[config.mk]
export PLATFORM = sky130hd
export DESIGN_NAME = grid_port_arbiter
export DESIGN_NICKNAME = d
export VERILOG_FILES = /design/src/rtl/grid_port_arbiter.sv
export SDC_FILE = /design/constraint.sdc
export NUM_CORES = 1
export LEC_CHECK = 0
export ABC_AREA = 1
export CORE_AREA = 2 2 120 122
export CTS_BUF_LIST = sky130_fd_sc_hd__clkbuf_8
export CTS_CLUSTER_SIZE = 12
export DETAILED_ROUTE_END_ITERATION = 12
export DIE_AREA = 0 0 122 124
export PLACE_DENSITY_LB_ADDON = 0.15
export SLEW_MARGIN = 5
export SYNTH_ARGS = -nofsm -noshare
export SYNTH_HDL_FRONTEND = slang
export SYNTH_SLANG_ARGS = --single-unit
[constraint.sdc]
create_clock -name clk -period 3.6 [get_ports clk]
set_clock_uncertainty 0.1 [all_clocks]
set_input_delay 0.72 -clock clk [delete_from_list [all_inputs] [get_ports clk]]
set_output_delay 0.72 -clock clk [all_outputs]
set_load 0.02 [all_outputs]
[src/rtl/grid_port_arbiter.sv]
// Round-robin arbiter sharing the single-port grid RAM between NREQ requesters.
// Define GRID_CLAIM_EN to build the atomic claim (test-and-set) path.
module grid_port_arbiter #(
    parameter int NREQ = 4,
    parameter int ADDR_W = 12,
    parameter int DATA_W = 32,
    parameter logic [DATA_W-1:0] EMPTY = {DATA_W{1'b1}}
) (
    input  logic                     clk,
    input  logic                     reset,
    input  logic [NREQ-1:0]          req,
    input  logic [2*NREQ-1:0]        op,
    input  logic [NREQ*ADDR_W-1:0]   addr,
    input  logic [NREQ*DATA_W-1:0]   wdata,
    output logic [NREQ-1:0]          gnt,
    output logic [NREQ-1:0]          rvalid,
    output logic [DATA_W-1:0]        rdata,
    output logic                     claim_ok,
    output logic                     busy,
    output logic                     mem_read,
    output logic                     mem_write,
    output logic [ADDR_W-1:0]        mem_addr,
    output logic [DATA_W-1:0]        mem_wdata,
    input  logic [DATA_W-1:0]        mem_rdata
);

    localparam int PTR_W = (NREQ > 1) ? $clog2(NREQ) : 1;

    localparam logic [2:0] IDLE = 3'd0;
    localparam logic [2:0] WR   = 3'd1;
    localparam logic [2:0] RD   = 3'd2;
    localparam logic [2:0] RESP = 3'd3;
`ifdef GRID_CLAIM_EN
    localparam logic [2:0] CHK  = 3'd4;
    localparam logic [2:0] CWR  = 3'd5;
`endif

    logic [2:0]        state, state_n;
    logic [PTR_W-1:0]  ptr, cur, win, idx;
    logic              found;
    logic [1:0]        w_op;
    logic [ADDR_W-1:0] w_addr;
    logic [DATA_W-1:0] w_data;
    logic              w_wr;
`ifdef GRID_CLAIM_EN
    logic              claim;
    logic              w_claim;
`endif

    // First requester at or after the pointer, wrapping around.
    always_comb begin
        found = 1'b0;
        win = '0;
        idx = '0;
        for (int k = 0; k < NREQ; k++) begin
            idx = PTR_W'((int'(ptr) + k) % NREQ);
            if (!found && req[idx]) begin
                found = 1'b1;
                win = idx;
            end
        end
    end

    always_comb begin
        w_op = '0;
        w_addr = '0;
        w_data = '0;
        for (int k = 0; k < NREQ; k++) begin
            if (win == PTR_W'(k)) begin
                w_op = op[2*k +: 2];
                w_addr = addr[k*ADDR_W +: ADDR_W];
                w_data = wdata[k*DATA_W +: DATA_W];
            end
        end
    end

    assign w_wr = (w_op == 2'b01);
`ifdef GRID_CLAIM_EN
    assign w_claim = (w_op == 2'b10);
`endif

    always_comb begin
        state_n = state;
        case (state)
            IDLE: if (found) state_n = w_wr ? WR : RD;
            WR:   state_n = IDLE;
`ifdef GRID_CLAIM_EN
            RD:   state_n = claim ? CHK : RESP;
            CHK:  state_n = (mem_rdata == EMPTY) ? CWR : IDLE;
            CWR:  state_n = IDLE;
`else
            RD:   state_n = RESP;
`endif
            RESP: state_n = IDLE;
            default: state_n = IDLE;
        endcase
    end

    always_ff @(posedge clk) begin
        if (reset) begin
            state     <= IDLE;
            ptr       <= '0;
            cur       <= '0;
            gnt       <= '0;
            rvalid    <= '0;
            rdata     <= '0;
            busy      <= 1'b0;
            mem_read  <= 1'b0;
            mem_write <= 1'b0;
            mem_addr  <= '0;
            mem_wdata <= '0;
`ifdef GRID_CLAIM_EN
            claim     <= 1'b0;
            claim_ok  <= 1'b0;
`endif
        end else begin
            state     <= state_n;
            busy      <= (state_n != IDLE);
            gnt       <= '0;
            rvalid    <= '0;
            mem_read  <= 1'b0;
            mem_write <= 1'b0;
            case (state)
                IDLE: if (found) begin
                    gnt[win]  <= 1'b1;
                    cur       <= win;
                    ptr       <= (win == PTR_W'(NREQ - 1)) ? '0 : win + 1'b1;
                    mem_addr  <= w_addr;
                    mem_wdata <= w_data;
                    mem_write <= w_wr;
                    mem_read  <= !w_wr;
`ifdef GRID_CLAIM_EN
                    claim     <= w_claim;
`endif
                end
                RESP: begin
                    rdata       <= mem_rdata;
                    rvalid[cur] <= 1'b1;
`ifdef GRID_CLAIM_EN
                    claim_ok    <= 1'b0;
`endif
                end
`ifdef GRID_CLAIM_EN
                // Address and data are still held from the grant edge.
                CHK: begin
                    rdata       <= mem_rdata;
                    rvalid[cur] <= 1'b1;
                    claim_ok    <= (mem_rdata == EMPTY);
                    mem_write   <= (mem_rdata == EMPTY);
                end
`endif
                default: ;
            endcase
        end
    end

`ifndef GRID_CLAIM_EN
    assign claim_ok = 1'b0;
`endif

endmodule

==> qor.yml <==
pwr:
  p_sw_share_pct: 48.8
  switching_power_uw: 3420
  p_leak_uw: 0.00344
  pwr-share-clk_pct: 11.5
  internal_power_uw: 3600
  powerDensity_mw_per_mm2: 841
  ir_worst_vdd_mv: 0.664
  pwr-share-comb_pct: 68.6
  seqPwrFrac_pct: 19.9
setup_path:
  worstReg2RegStart: "ptr[0]"
  reg2reg_depth: 20
  path_cells: "clkdlybuf4s50_1, inv_1, nand2_1, nand3_1, nand2_2, inv_1, nand2_1, nand2_1, nand2_1, inv_1, nand2_1, inv_1, ha_2, inv_1, nand2_1, clkinv_1, buf_12, nand2_1, nand2_1, o21ai_0, o21ai_0, o21ai_1, nor2_1"
  critPathLaunchType: "primary input"
  worstSetupPathType: "in -> reg"
  crit_fanout: 37
  cp_slowest_cell: "clkdlybuf4s50_1"
  crit_arrival_ns: 3.29
  crit_required_ns: 3.82
  crit_path_end_kind: "flop"
  ff2ff_setup_slack_ns: 0.61
  cp_common_cell: "nand2_1"
  reg2reg_to: "mem_wdata[7]"
  slowest_delay_ns: 0.48
routing:
  viasPerCell: 4.73
  drtAntennaViolNets: 0
  num_vias: 5867
  drc_errors: 0
  drt-total-wl_um: 18600
  wl_per_cell_um: 15.0
  drt_pass1_iterations: 5
  first_iter_violations: 342
floorplan:
  core_area_mm2: 0.0137
  die-area_mm2: 0.0151
  row_count: 43
  die_w_um: 122
  start_util_pct: 35.6
  ios: 310
  die_h_um: 124
sta:
  drv_slew: 0
  whs_ns: 0.363
  finalSetupTns_ns: 0
  hold_violations: 0
  setup-violations-final: 0
  fin_crit_ns: 3.08
  tightest_slew_ns: 1.03
  fmax_mhz: 325
  rsz0062_at_grt: "no"
  fin_crit_sh_pct: 85.4
  relSlewSlack_pct: 31.2
place:
  gp_congestion: 0.910
  io_buffers: 308
  hpwl_um: 13800
clock_network:
  hold_buffers: 0
  postCtsSetupBuffers: 0
  ctsRootBufferMaster: "clkbuf_8"
  cts_htree_levels: 3
  cts_tree: "yes"
  clk_transition_reported_paths_ns: 0.09
  cts_resized: 0
  cts_buffers: 9
  clk_latency_ns: 0.38
  cts.sinks: 94
  ctsLongestPathBuffers: 2
synth:
  synth_cell_types: 27
  synth_area_mm2: 0.00488
  syn_area_per_cell_um2: 6.29
  netlist_instances: 776
  ys_seq_area_share_pct: 38.5
  synth_warnings: 0
  ys_ff_latch: 94
cells_and_area:
  utilization_pct: 60.9
  fin_nets: 1282
  area_growth_pct: 71.0
  layout_commonest_cell: "clkdlybuf4s50_1"
  final_cell_mix: "clkdlybuf4s50_1, nand2_1, nor2_1"
  drive_above_1_share_pct: 4.24
  antenna_cells: 0
global_routing:
  use_met3_pct: 7.55
  track_usage_pct: 24.5
  antenna_found_initial: 0
  busiest_layer: "met2"
  grt_max_degree: 75
  grt_use_met2_pct: 41.7
  grt_first_pass_wirelength_um: 28600
  grt_pass1_vias: 5552
  grt_overflow: 0
  use_met1_pct: 27.6
worst_hold_path:
  worstHoldPathType: "reg -> reg"
  hp-start: "cur[1]"
  min_path_cells: 1
  hold-path-endpoint: "rvalid[0]"
status:
  outcome: "completed"
flow_run:
  cap_violations: 0
## kinds of logic after synthesis
group | Yosys count | synth area share [%]
flops | 94 | 38.5
compound gates | 217 | 22.4
other cells | 1 | 0.0768
buf+inv | 83 | 7.66
simple gates | 377 | 30.4
fa+ha+maj | 4 | 1.02
## worst max-delay path: cells and delay by family
kind                     cells  cell delay [ns]
AO/OA/AOI/OAI                3             0.37
AND/OR/NAND/NOR             11             0.88
buffers and inverters        8             1.10
adder cells (fa/ha/maj)      1             0.22
## area by class of cell
cell class	instances	area, um^2
tap	180	225
sequential	94	1880
multi-input combinational	600	2650
inverter	29	109
clock inverter	6	90.1
clock buffer	10	138
fill	1350	5370
timing repair buffer	322	3260
## Yosys cell counts
cell,number,share of area [%]
buf_6,6,1.4
nand2_2,3,0.38
conb_1,1,0.077
clkbuf_1,37,2.8
o21ai_0,144,15
nor3_1,6,0.61
buf_4,2,0.31
nor2_4,1,0.23
clkinv_1,3,0.23
nand2_4,1,0.23
nand3b_1,2,0.31
buf_2,7,0.72
dfxtp_1,94,39
nand4_1,2,0.26
o211ai_1,1,0.15
nand3_4,1,0.36
o21ai_1,24,2.5
nand2_1,187,14
clkbuf_2,1,0.10
inv_1,23,1.8
nor2_1,165,13
buf_1,1,0.077
ha_1,4,1.0
a21oi_2,1,0.18
a21oi_1,47,4.8
inv_2,3,0.23
nand3_1,9,0.92
## flip-flops by register name, summed over array words and instances, names as in the netlist
signal and flops:
busy 1, ptr 2, mem_addr 12, rdata 32, mem_read 1, gnt 4, cur 2, mem_wdata 32
rvalid 4, state 3, mem_write 1
## routing by layer
| metal | part of all wire (%) | up-vias |
|---|---|---|
| li1 | - | 3060 |
| met5 | 0 | - |
| met2 | 49 | 227 |
| met1 | 39 | 2532 |
| met3 | 7.7 | 48 |
| met4 | 4.3 | 0 |
## power groups by stage
stage	logic [uW]	registers, uW	clock network (uW)
final	4810	1400	808
after global placement	4820	1420	0
after global routing	5480	1430	866
after floorplan	2930	1650	0
after CTS	4840	1400	835
after detailed placement	4830	1420	0
## worst max-delay path by stage
| stage | from | slack, ns | cells past startpoint | to |
|---|---|---|---|---|
| finish | req[3] | 0.52 | 23 | mem_wdata[7] |
| global route | req[1] | 0.11 | 23 | mem_wdata[30] |
| CTS | req[3] | 0.54 | 23 | mem_wdata[5] |
| detailed placement | req[3] | 0.13 | 23 | mem_wdata[5] |
| global placement | req[3] | 0.15 | 23 | mem_wdata[5] |
| floorplan | req[3] | 0.67 | 16 | mem_wdata[0] |
## per-stage QoR
stage	worst slack, ns	cells	power (uW)	instance area [um^2]
after floorplan	0.671	777	4580	4890
after detailed placement	0.126	1225	6260	8120
after global placement	0.154	1225	6230	8120
after CTS	0.540	1241	7080	8350
after global routing	0.109	1241	7780	8350
final	0.525	1241	7020	8350
Note: power is estimated with default switching activity, not from simulation.
